File: config.mk
export PLATFORM = sky130hd
export DESIGN_NAME = dmem_access_ctrl
export DESIGN_NICKNAME = d
export VERILOG_FILES = /design/src/rtl/dmem_access_ctrl.sv
export SDC_FILE = /design/constraint.sdc
export NUM_CORES = 1
export LEC_CHECK = 0
export ABC_AREA = 0
export BUFFER_PORTS_ARGS = -buffer_cell sky130_fd_sc_hd__buf_2
export CAP_MARGIN = 20
export CORE_MARGIN = 1.5
export CORE_UTILIZATION = 48
export CTS_CLUSTER_DIAMETER = 30
export DETAILED_ROUTE_END_ITERATION = 7
export PLACE_DENSITY_LB_ADDON = 0.25
export REMOVE_ABC_BUFFERS = 1
export SLEW_MARGIN = 10
export SYNTH_ARGS = -nofsm -noshare
export SYNTH_HDL_FRONTEND = slang
export SYNTH_SLANG_ARGS = --single-unit
File: constraint.sdc
create_clock -name clk -period 2.9 [get_ports clk]
set_input_delay 0.435 -clock clk [delete_from_list [all_inputs] [get_ports clk]]
set_output_delay 0.435 -clock clk [all_outputs]
set_load 0.03 [all_outputs]
File: src/rtl/dmem_access_ctrl.sv
// MEM-stage data-memory access controller: drives a req/addr_ok/data_ok SRAM-like bus and stalls the pipeline.
// Optional DMEM_ALIGN_CHECK_EN adds misalignment exception outputs adel_mem/ades_mem.
module dmem_access_ctrl #(
  parameter int ADDR_W = 32,
  parameter int DATA_W = 32
) (
  input  logic              clk,
  input  logic              resetn,
  input  logic              mem_valid,
  input  logic              flush,
  input  logic [2:0]        load_store_mem,
  input  logic              unsigned_mem,
  input  logic [3:0]        mode_mem,
  input  logic [ADDR_W-1:0] mem_addr,
  input  logic [DATA_W-1:0] mem_wdata,
  output logic              data_sram_req,
  output logic              data_sram_wr,
  output logic [1:0]        data_sram_size,
  output logic [ADDR_W-1:0] data_sram_addr,
  output logic [3:0]        data_sram_wstrb,
  output logic [DATA_W-1:0] data_sram_wdata,
  input  logic              data_sram_addr_ok,
  input  logic              data_sram_data_ok,
  input  logic [DATA_W-1:0] data_sram_rdata,
  output logic              mem_stall,
  output logic              mem_done,
`ifdef DMEM_ALIGN_CHECK_EN
  output logic              adel_mem,
  output logic              ades_mem,
`endif
  output logic [DATA_W-1:0] load_result
);

  typedef enum logic [1:0] {S_IDLE = 2'd0, S_REQ = 2'd1, S_WAIT = 2'd2, S_DONE = 2'd3} state_t;

  state_t            state_q, state_d;
  logic              wr_q, wr_d;
  logic [1:0]        size_q, size_d;
  logic [ADDR_W-1:0] addr_q, addr_d;
  logic [3:0]        wstrb_q, wstrb_d;
  logic [DATA_W-1:0] wdata_q, wdata_d;
  logic [2:0]        op_q, op_d;
  logic              uns_q, uns_d;
  logic              kill_q, kill_d;
  logic [DATA_W-1:0] load_result_q, load_result_d;
  logic              start_s;
`ifdef DMEM_ALIGN_CHECK_EN
  logic              adel_q, adel_d;
  logic              ades_q, ades_d;
  logic              misaligned_s;
`endif

  function automatic logic [31:0] store_data(input logic [1:0] op, input logic [31:0] w);
    case (op)
      2'b01:   store_data = {4{w[7:0]}};
      2'b10:   store_data = {2{w[15:0]}};
      default: store_data = w;
    endcase
  endfunction

  function automatic logic [1:0] size_of(input logic [1:0] op);
    case (op)
      2'b01:   size_of = 2'd0;
      2'b10:   size_of = 2'd1;
      2'b11:   size_of = 2'd2;
      default: size_of = 2'd0;
    endcase
  endfunction

  function automatic logic [31:0] load_extend(input logic [1:0] op, input logic uns,
                                              input logic [1:0] a, input logic [31:0] rd);
    logic [31:0] shifted;
    logic [15:0] half;
    shifted = rd >> {a, 3'b000};
    half    = a[1] ? rd[31:16] : rd[15:0];
    case (op)
      2'b01:   load_extend = {{24{shifted[7] & ~uns}}, shifted[7:0]};
      2'b10:   load_extend = {{16{half[15] & ~uns}}, half};
      default: load_extend = rd;
    endcase
  endfunction

  // Codes 000 and 100 are not memory operations and never start an access.
  assign start_s = (state_q == S_IDLE) && mem_valid && !flush &&
                   (load_store_mem != 3'b000) && (load_store_mem != 3'b100);

`ifdef DMEM_ALIGN_CHECK_EN
  assign misaligned_s = ((load_store_mem[1:0] == 2'b10) && mem_addr[0]) ||
                        ((load_store_mem[1:0] == 2'b11) && (mem_addr[1:0] != 2'b00));
`endif

  always_comb begin
    state_d       = state_q;
    wr_d          = wr_q;
    size_d        = size_q;
    addr_d        = addr_q;
    wstrb_d       = wstrb_q;
    wdata_d       = wdata_q;
    op_d          = op_q;
    uns_d         = uns_q;
    kill_d        = kill_q;
    load_result_d = load_result_q;
`ifdef DMEM_ALIGN_CHECK_EN
    adel_d        = adel_q;
    ades_d        = ades_q;
`endif
    case (state_q)
      S_IDLE: begin
        if (start_s) begin
          wr_d    = load_store_mem[2];
          size_d  = size_of(load_store_mem[1:0]);
          addr_d  = mem_addr;
          wstrb_d = load_store_mem[2] ? mode_mem : 4'b0000;
          wdata_d = store_data(load_store_mem[1:0], mem_wdata);
          op_d    = load_store_mem;
          uns_d   = unsigned_mem;
          kill_d  = 1'b0;
`ifdef DMEM_ALIGN_CHECK_EN
          if (misaligned_s) begin
            state_d = S_DONE;
            adel_d  = ~load_store_mem[2];
            ades_d  = load_store_mem[2];
          end else begin
            state_d = S_REQ;
          end
`else
          state_d = S_REQ;
`endif
        end else begin
          state_d = S_IDLE;
        end
      end
      S_REQ: begin
        // A flush coinciding with acceptance cannot recall the request, so the response is drained.
        if (data_sram_addr_ok) begin
          if (data_sram_data_ok) begin
            if (flush) begin
              state_d = S_IDLE;
            end else begin
              state_d = S_DONE;
              if (!op_q[2]) begin
                load_result_d = load_extend(op_q[1:0], uns_q, addr_q[1:0], data_sram_rdata);
              end else begin
                load_result_d = load_result_q;
              end
            end
          end else begin
            state_d = S_WAIT;
            kill_d  = flush;
          end
        end else if (flush) begin
          state_d = S_IDLE;
        end else begin
          state_d = S_REQ;
        end
      end
      S_WAIT: begin
        if (data_sram_data_ok) begin
          kill_d = 1'b0;
          if (kill_q || flush) begin
            state_d = S_IDLE;
          end else begin
            state_d = S_DONE;
            if (!op_q[2]) begin
              load_result_d = load_extend(op_q[1:0], uns_q, addr_q[1:0], data_sram_rdata);
            end else begin
              load_result_d = load_result_q;
            end
          end
        end else if (flush) begin
          kill_d = 1'b1;
        end else begin
          kill_d = kill_q;
        end
      end
      S_DONE: begin
        state_d = S_IDLE;
`ifdef DMEM_ALIGN_CHECK_EN
        adel_d  = 1'b0;
        ades_d  = 1'b0;
`endif
      end
      default: begin
        state_d = S_IDLE;
      end
    endcase
  end

  always_ff @(posedge clk) begin
    if (!resetn) begin
      state_q       <= S_IDLE;
      wr_q          <= 1'b0;
      size_q        <= 2'd0;
      addr_q        <= '0;
      wstrb_q       <= 4'b0000;
      wdata_q       <= '0;
      op_q          <= 3'b000;
      uns_q         <= 1'b0;
      kill_q        <= 1'b0;
      load_result_q <= '0;
`ifdef DMEM_ALIGN_CHECK_EN
      adel_q        <= 1'b0;
      ades_q        <= 1'b0;
`endif
    end else begin
      state_q       <= state_d;
      wr_q          <= wr_d;
      size_q        <= size_d;
      addr_q        <= addr_d;
      wstrb_q       <= wstrb_d;
      wdata_q       <= wdata_d;
      op_q          <= op_d;
      uns_q         <= uns_d;
      kill_q        <= kill_d;
      load_result_q <= load_result_d;
`ifdef DMEM_ALIGN_CHECK_EN
      adel_q        <= adel_d;
      ades_q        <= ades_d;
`endif
    end
  end

  assign data_sram_req   = (state_q == S_REQ);
  assign data_sram_wr    = wr_q;
  assign data_sram_size  = size_q;
  assign data_sram_addr  = addr_q;
  assign data_sram_wstrb = wstrb_q;
  assign data_sram_wdata = wdata_q;
  assign mem_done        = (state_q == S_DONE);
  assign mem_stall       = (state_q == S_REQ) || (state_q == S_WAIT) || start_s;
  assign load_result     = load_result_q;
`ifdef DMEM_ALIGN_CHECK_EN
  assign adel_mem        = adel_q;
  assign ades_mem        = ades_q;
`endif

endmodule

== After elaboration in Yosys (flattened, before gate mapping) ==
Cells that the tools add are included.
Cells by class
  equality and inequality tests: 17
  reductions and logical operators: 15
  bitwise operators: 3
  mux-type cells: 26
  shift operators: 1
Operators with widths (number)
  $mux 32: 6
  $pmux 32 s2: 3
  $shr 32x5->8: 1
  $mux 16: 1
  $eq 2x2->1 const B: 5
  $mux 2: 5
  $ne 2x2->1 const B: 5
  $pmux 2 s4: 1
  $mux 1: 7
  $eq 2x1->1 const B: 3
  $ne 3x3->1 const B: 2
  $reduce_and 6->1: 1
  $reduce_bool 3->1: 2
  $reduce_and 5->1: 1
  $logic_and 1x1->1: 4
  $mux 4: 1
  $ne 2x1->1 const B: 2
  $pmux 2 s2: 1
  $logic_or 1x1->1: 3
  $pmux 1 s3: 1
  $and 1x1->1: 2
  $logic_not 2->1: 1
  $reduce_and 2->1: 1
  $reduce_bool 2->1: 1
  other kinds (2): 2
Storage, ports and cells
  output and inout port bits: 106
  input port bits: 110
  flip-flop bits (word level): 110
  logic and storage cells: 72

== Depth between registers and ports, before layout ==
Gate-level depths: netlist of run 1.
  depth after elaboration: 8
  mapped depth: 8
  mapped depth without buffers: 6

== Worst setup path after synthesis of run 1 ==
Ideal clock, no wire load.
  path kind: register -> register
  start: register state_q[1]
  end: register load_result_q[13], in the netlist load_result[13]
  arrival: 2.004 ns
  slack: 0.780 ns
  stages on the path, launching flop included: 8
  period minus slack after synthesis: 2.120 ns
  setup time: 0.116 ns
  cell sequence: dfxtp_1 inv_1 ha_1 nand2b_1 a2111oi_4 buf_6 nor2_1 a41o_1
Between the ends
  longest elaborated chain between the ends: 3
  elaborated cells on any way between the ends: 10
Ends and longest elaborated chain
  from (decl): RTL line 36  | state_t state_q, state_d;
  from (signal assigned): RTL line 206  | state_q <= state_d;
  $eq 2x1->1 (*)
  net data_sram_req: RTL line 16  | output logic data_sram_req,
  $ne 2x1->1 (no line), or another cell as far along
  $reduce_and 6->1 (no line)
  to (signal assigned): RTL line 215  | load_result_q <= load_result_d;
  to (decl): RTL line 45  | logic [DATA_W-1:0] load_result_q, load_result_d;
Mark *: on every way through the listed nets, which the timed path passes. The rest lies on a longest branch.
A chain may end at the register's enable or synchronous reset.

== Worst setup path after layout of run 1 ==
  start: register state_q[0]
  end: register load_result_q[12], in the netlist load_result[12]
Between the ends
  longest elaborated chain between the ends: 3
  elaborated cells on any way between the ends: 10
Ends and longest elaborated chain
  $eq 2x2->1 / $eq 2x1->1 (equally long branches): RTL line 107  | case (state_q)
  $ne 2x2->1 (no line), or another cell as far along
  $reduce_and 6->1 (no line)
Parallel ways exist; a longest one is shown, timed or not.

==> key figures, run 1 <==
Power
  • IR Drop Worst-Case VDD: 0.258 mV
  • Proportion of power drawn by the clock network: 29.7%
  • Switching pwr: 0.906 mW
  • Internal power: 2.16 mW
  • Lkg Pwr: 2.95 nW
  • Net switching fraction of the power: 29.6%
  • Comb pwr share: 18.5%
  • Power density relative to cell area: 481 nW/µm²
  • Sequential power share: 51.8%
  • Final total power: 3.06 mW

Global route
  • Total grt overflow: 0
  • Overall Global Routing Usage: 24.5%
  • First-pass GRT wire length: 22200 µm
  • Number of antenna violations at the first check in global routing: 0
  • Pin count of the biggest net entering global routing: 66
  • Vias in the first global route: 4718

Cells and area
  • Total area of multi-input combinational cells: 2640 µm²
  • Reg area: 2180 µm²
  • Nets@finish: 922
  • Filler cell count in the final layout: 932
  • N_diodes: 0
  • Proportion of layout cells with a drive suffix above 1: 31.7%
  • Fin cells: 941
  • Area Overhead vs Synth: 25.5%

Clocking
  • Root buffer selected by CTS: clkbuf_8
  • TritonCTS clock tree: yes
  • Post-CTS clock slew at the launch and capture registers of the worst setup and hold paths: 100 ps
  • Total clock buffers created by CTS: 9
  • Clock sink total: 109
  • Clock latency on the worst-skew pair: 370 ps
  • Number of setup buffers added after CTS: 0
  • Post-CTS sizing: 0
  • CTS H-tree depth: 3
  • Number of buffers between clock root and the deepest sink: 2
  • Number of buffers added to fix hold violations after cts: 0

Floorplanning
  • I/O pin count: 216
  • Horiz. Die Dim: 106 µm
  • Die boundary height: 106 µm
  • Floorplan die area: 11200 µm²
  • Initial Utilization: 49.4%
  • Floorplan row count: 37
  • Area of the core: 10300 µm²

STA
  • Final setup violating endpoints: 0
  • Ratio of final minimum period to clock period: 79.5%
  • Final Hold Vio Count: 0
  • Maximum clock skew at final layout: 15.5 ps
  • Setup Total Neg Slack: 0 ps
  • Final critical-path required period: 2300 ps
  • Final-report max-slew violation count: 0
  • Setup repair after global routing missed its margin: no
  • Max Clock Freq: 434 MHz
  • Max-slew headroom: 55.4%
  • Transition time at the pin with the least slew margin: 669 ps

Synthesis
  • Synthesized instance count: 618
  • Number of enable flip-flop cells after synthesis: 0
  • Flip-flop and latch count after synthesis: 109
  • Yosys warns: 0
  • Share of synthesized flip-flops with an asynchronous set or reset: 0%
  • Avg Cell Area, Syn: 8.21 µm²
  • Unique cell type count in the Yosys netlist: 41
  • Sequential element share of the synthesized area: 43.0%
  • Post-Synthesis Cell Area: 5070 µm²
  • Prevailing post-synth register cell: dfxtp_1

Critical path
  • Classification of the worst setup path: flip-flop to flip-flop
  • CP required: 3160 ps
  • Kind of end point of the critical path: flip-flop
  • CP max FO: 64
  • Critical Path Source Type: flip-flop
  • Arr. time, crit path: 2570 ps

Placed design
  • Final RePlAce weighted congestion: 0.852
  • Port Buffer Count: 215
  • Post-Place Cells: 925
  • DP Wirelength: 9910 µm

Drt
  • First drt pass iteration count: 6
  • Drt initial violations: 290
  • Antenna Violating Nets Remaining: 0
  • Vias post-DR: 5051
  • Final routed wirelength across all metal layers: 14000 µm
  • DRC violation count after routing: 0
  • Via-to-Cell Ratio: 5.37
  • Mean routed wirelength per cell: 14.8 µm

Outcome
  • Result of the run: finished, final reports clean

Run
  • Number of maximum-capacitance constraint violations: 0

Worst hold path
  • Worst hold path class: input port to flip-flop
per-stage QoR:
stage	area, µm²	utilization [%]	hold WS, ps	setup slack (ps)
final	6370	62.0	306	596
after global routing	6370	62.0	296	409
after CTS	6370	62.0	291	617
after detailed placement	6180	60.1	454	637
after global placement	6180	60.1	447	739
after floorplan	4840	-	430	-541
layout make-up:
| cell class | instances | share of cell area, % |
|---|---|---|
| clock buffer | 9 | 1.94 |
| inverter | 10 | 0.589 |
| clock inverter | 7 | 1.04 |
| multi-input combinational | 446 | 41.4 |
| tap | 136 | 2.67 |
| timing repair buffer | 224 | 18.1 |
| sequential | 109 | 34.2 |
critical path, cell delays in order (launching register included):
cell and delay (ps):
dfxtp_1 400, inv_1 100, ha_1 260, nand2b_1 200
a2111oi_4 340, buf_4 550, nor2_1 100, a41o_1 220
worst paths after layout:
| kind | from | to | slack (ps) | cells past startpoint |
|---|---|---|---|---|
| worst max-delay path | state_q[0] | load_result[12] | 600 | 7 |
| worst min-delay path | mem_addr[12] | data_sram_addr[12] | 310 | 3 |
| worst max register to register | state_q[0] | load_result[12] | 600 | 7 |
| worst min register to register | data_sram_addr[12] | data_sram_addr[12] | 460 | 2 |
metal layers:
metal,share of wire [%],track usage [%],vias up
met5,0,0,-
met4,2.5,10.6,0
met3,6.1,3.77,27
met2,49,41.8,181
met1,42,30.4,2355
li1,-,-,2488
sequential cells by signal, indices dropped and copies added, names as in the netlist:
name / flops
data_sram_addr: 32
data_sram_size: 2
data_sram_wdata: 32
data_sram_wr: 1
data_sram_wstrb: 4
kill_q: 1
load_result: 32
op_q: 2
state_q: 2
uns_q: 1
kinds of logic (layout without fill, tap and decap cells):
| group | after synthesis | count (layout) | synth area share (%) |
|---|---|---|---|
| buffers and inverters | 63 | 250 | 5.40 |
| adders and majority gates | 12 | 12 | 2.96 |
| and+or+nand+nor | 235 | 235 | 20.5 |
| muxes | 11 | 11 | 2.64 |
| DFF | 109 | 109 | 43.0 |
| AOI/OAI and AO/OA | 188 | 188 | 25.5 |
power groups by stage:
stage	clock, mW	sequential [mW]	combinational [mW]
finish	0.911	1.58	0.566
global route	1.00	1.59	0.616
CTS	0.933	1.58	0.568
detailed placement	0	1.62	0.566
global placement	0	1.62	0.554
floorplan	0	1.73	0.215
synthesized netlist by cell type, types with 2 or more instances:
library cell / instances / area [µm²]
a41o_1: 8 / 80.1
nand2_1: 159 / 597
a21o_1: 7 / 52.6
mux2_2: 9 / 101
nor2_1: 18 / 67.6
nand3_1: 6 / 30.0
o21ai_1: 23 / 115
o21ai_0: 18 / 90.1
buf_2: 3 / 15.0
inv_1: 10 / 37.5
a211o_1: 2 / 17.5
ha_1: 12 / 150
a22o_1: 8 / 70.1
nor3b_1: 8 / 60.1
buf_1: 10 / 37.5
a31oi_1: 24 / 150
a21boi_0: 50 / 375
a21oi_1: 24 / 120
o211ai_1: 7 / 52.6
dfxtp_1: 109 / 2180
nor2b_1: 10 / 62.6
a311oi_1: 8 / 70.1
nand2b_1: 30 / 188
buf_6: 4 / 45.0
clkbuf_1: 35 / 131
cell usage in the layout, fill, tap and decap left out, types with 9 or more instances in the layout:
cell	instances
buf_2	215
a21boi_0	50
mux2_2	9
ha_1	12
nand2_1	159
o21ai_1	23
clkbuf_8	9
dfxtp_1	109
a31oi_1	24
nor2b_1	10
nand2b_1	30
inv_1	10
nor2_1	18
o21ai_0	18
a21oi_1	24
No activity file was read; power rests on OpenSTA's default activity.
==> inputs of run 2 (changes only) <==
--- a/config.mk
+++ b/config.mk
@@ -5,11 +5,11 @@
 export SDC_FILE = /design/constraint.sdc
 export NUM_CORES = 1
 export LEC_CHECK = 0
-export ABC_AREA = 0
+export ABC_AREA = 1
 export BUFFER_PORTS_ARGS = -buffer_cell sky130_fd_sc_hd__buf_2
 export CAP_MARGIN = 20
 export CORE_MARGIN = 1.5
-export CORE_UTILIZATION = 48
+export CORE_UTILIZATION = 43
 export CTS_CLUSTER_DIAMETER = 30
 export DETAILED_ROUTE_END_ITERATION = 7
 export PLACE_DENSITY_LB_ADDON = 0.25
==> constraint.sdc (replaced) <==
create_clock -name clk -period 2 [get_ports clk]
set_input_delay 0.3 -clock clk [delete_from_list [all_inputs] [get_ports clk]]
set_output_delay 0.3 -clock clk [all_outputs]
set_load 0.03 [all_outputs]
==> run 2 against run 1 <==
Compared with the run above: critical path depth is the same; final cell count grew 11%; non-clock buffer count grew 10; register-to-register slack lost 340 ps; first-iteration DRC count grew 6.2%; area after synthesis shrank 2.5%; design area grew 1.5%; synthesized cell count grew 12%; wire length grew 2.7%; clock skew shrank 5.1 ps; critical path type is now flip-flop to output port.
==> key figures, run 2 <==
Outcome
  • Result of the run: finished, final reports clean (unchanged)

Placed design
  • Final RePlAce weighted congestion: 0.838 (was 0.852)
  • DP Wirelength: 10300 µm (was 9910 µm)
  • Port Buffer Count: 215 (unchanged)
  • Post-Place Cells: 1024 (was 925)

Floorplanning
  • Die boundary height: 110 µm (was 106 µm)
  • Area of the core: 11000 µm² (was 10300 µm²)
  • Floorplan row count: 38 (was 37)
  • I/O pin count: 216 (unchanged)
  • Initial Utilization: 44.8% (was 49.4%)
  • Horiz. Die Dim: 110 µm (was 106 µm)
  • Floorplan die area: 12200 µm² (was 11200 µm²)

Run
  • Number of maximum-capacitance constraint violations: 0 (unchanged)

Synthesis
  • Synthesized instance count: 694 (was 618)
  • Most common library cells after synthesis: nand2_1 (168), dfxtp_1 (109), a21oi_1 (95), o21ai_0 (81), nor2_1 (73) (was nand2_1 (159), dfxtp_1 (109), a21boi_0 (50), clkbuf_1 (35), nand2b_1 (30))
  • Avg Cell Area, Syn: 7.13 µm² (was 8.21 µm²)
  • Leading cell type by number of instances after synthesis: nand2_1 (unchanged)
  • Yosys warns: 0 (unchanged)
  • Flip-flop and latch count after synthesis: 109 (unchanged)
  • Largest area contributor in the synthesized netlist: dfxtp_1 (unchanged)
  • Post-Synthesis Cell Area: 4950 µm² (was 5070 µm²)
  • Leading post-synthesis cells by cell area: dfxtp_1 (44%), nand2_1 (13%), a21oi_1 (9.6%) (was dfxtp_1 (43%), nand2_1 (12%), a21boi_0 (7.4%))
  • Area share of the leading cell type in the synthesized netlist: 44.1% (was 43.0%)
  • Number of enable flip-flop cells after synthesis: 0 (unchanged)
  • Sequential element share of the synthesized area: 44.1% (was 43.0%)
  • Unique cell type count in the Yosys netlist: 25 (was 41)
  • Share of synthesized flip-flops with an asynchronous set or reset: 0% (unchanged)
  • Prevailing post-synth register cell: dfxtp_1 (unchanged)

Drt
  • Final routed wirelength across all metal layers: 14300 µm (was 14000 µm)
  • First drt pass iteration count: 4 (was 6)
  • DRC violation count after routing: 0 (unchanged)
  • Antenna Violating Nets Remaining: 0 (unchanged)
  • Mean routed wirelength per cell: 13.8 µm (was 14.8 µm)
  • Via-to-Cell Ratio: 5.00 (was 5.37)
  • Vias post-DR: 5202 (was 5051)
  • Drt initial violations: 308 (was 290)

Global route
  • Gr busiest metal: met2 (unchanged)
  • Vias in the first global route: 4685 (was 4718)
  • Pin count of the biggest net entering global routing: 48 (was 66)
  • Overall Global Routing Usage: 23.4% (was 24.5%)
  • Met1 track utilization from global routing: 28.5% (was 30.4%)
  • Total grt overflow: 0 (unchanged)
  • Met2 Resource Use GR: 38.6% (was 41.8%)
  • Met3 track demand over resource: 8.35% (was 3.77%)
  • Number of antenna violations at the first check in global routing: 1 (was 0)
  • First-pass GRT wire length: 22200 µm (about the same)

Cells and area
  • Area Overhead vs Synth: 30.7% (was 25.5%)
  • Most common cell after layout, fill and taps aside: buf_2 (unchanged)
  • Top library cells by usage in the layout, fill and taps aside: buf_2 (215), nand2_1 (167), dfxtp_1 (109) (was buf_2 (215), nand2_1 (159), dfxtp_1 (109))
  • Nets@finish: 1017 (was 922)
  • Filler cell count in the final layout: 1120 (was 932)
  • Proportion of layout cells with a drive suffix above 1: 30.0% (was 31.7%)
  • Reg area: 2180 µm² (unchanged)
  • Fin cells: 1041 (was 941)
  • Total area of multi-input combinational cells: 2380 µm² (was 2640 µm²)

Power
  • IR Drop Worst-Case VDD: 0.651 mV (was 0.258 mV)
  • Lkg Pwr: 3.26 nW (was 2.95 nW)
  • Power density relative to cell area: 782 nW/µm² (was 481 nW/µm²)

Clocking
  • Root buffer selected by CTS: clkbuf_16 (was clkbuf_8)
  • Total clock buffers created by CTS: 9 (unchanged)
  • Post-CTS clock slew at the launch and capture registers of the worst setup and hold paths: 80 ps (was 100 ps)
  • Clock sink total: 109 (unchanged)
  • Number of buffers added to fix hold violations after cts: 0 (unchanged)
  • Post-CTS sizing: 0 (unchanged)
  • CTS H-tree depth: 3 (unchanged)
  • Number of buffers between clock root and the deepest sink: 2 (unchanged)
  • TritonCTS clock tree: yes (unchanged)
  • Clock latency on the worst-skew pair: 350 ps (was 370 ps)
  • Number of setup buffers added after CTS: 0 (unchanged)

Critical path
  • Kind of end point of the critical path: output port (was flip-flop)
  • Arr. time, crit path: 1580 ps (was 2570 ps)
  • Critical Path Source Type: flip-flop (unchanged)
  • Classification of the worst setup path: flip-flop to output port (was flip-flop to flip-flop)
  • CP max FO: 11 (was 64)
  • CP required: 1700 ps (was 3160 ps)

STA
  • Transition time at the pin with the least slew margin: 681 ps (was 669 ps)
  • WHS: 194 ps (was 306 ps)
  • Setup repair after global routing missed its margin: no (unchanged)
  • Max Clock Freq: 533 MHz
  • Final Hold Vio Count: 0 (unchanged)
  • Final critical-path required period: 1880 ps
  • Final-report max-slew violation count: 0 (unchanged)
  • Final setup violating endpoints: 0 (unchanged)
  • Ratio of final minimum period to clock period: 93.8%
  • Max-slew headroom: 54.5% (was 55.4%)
  • Maximum clock skew at final layout: 10.4 ps (was 15.5 ps)

Worst hold path
  • Worst hold path class: input port to flip-flop (unchanged)
run 2: changes by cell type after synthesis, moves of 15 or more:
cell	delta
inv_1	+30
nor2_1	+55
a31oi_1	-15
a21oi_1	+71
a21boi_0	-50
o21ai_0	+63
nand2b_1	-30
run 2: kinds of logic (layout without fill, tap and decap cells):
logic type	count (synthesis)	in the layout	share of synthesized area, %
compound gates	221	221	24.0
other cells	0	1	0
fa+ha+maj	12	12	3.04
simple gates	263	263	21.1
buf+inv	89	295	7.74
flops	109	109	44.1
run 2: where the power goes:
group | switching, mW | total, mW | internal [mW]
combinational | 0.660 | 0.998 | 0.339
clock | 0.839 | 1.73 | 0.895
sequential | 0.0519 | 2.33 | 2.27
total | 1.55 | 5.06 | 3.51
run 2: path summary, 6_finish.rpt:
check / start / to / slack, ps / depth (start not counted)
worst max register to register: state_q[1] / load_result[1] / 260 / 8
worst min register to register: kill_q / kill_q / 450 / 2
worst min-delay path: mem_addr[24] / data_sram_addr[24] / 190 / 3
worst max-delay path: state_q[0] / mem_stall / 120 / 7
run 2: final cells by class:
class	count	area share (%)
Sequential cell	109	33.7
Clock buffer	11	3.75
Clock inverter	5	0.658
Inverter	45	2.61
Timing Repair Buffer	234	19.6
Multi-Input combinational cell	496	36.9
Tap cell	140	2.71
Antenna cell	1	0.0387
run 2: through the flow:
step	cell area [µm²]	setup TNS (ps)	total power, mW	utilization [%]	setup WS (ps)
after floorplan	4730	-122250	2.97	-	-1800
after global placement	6180	0	3.37	56.0	209
after detailed placement	6180	0	3.37	56.0	176
after CTS	6460	0	5.10	58.6	117
after global routing	6460	0	5.31	58.6	3.43
final	6470	0	5.06	58.6	124
run 2: metal layers:
metal  part of all wire (%)  up-vias
met2                     47      172
li1                       -     2672
met5                      0        -
met4                    1.5        0
met3                    8.9       15
met1                     43     2343
run 2: worst max-delay path, cell delays in order (launching register included):
cell     delay [ps]
dfxtp_1         390
inv_1           100
ha_1            220
nand2_1          60
inv_1            40
nand2_2         160
nand2_1          80
buf_2           180
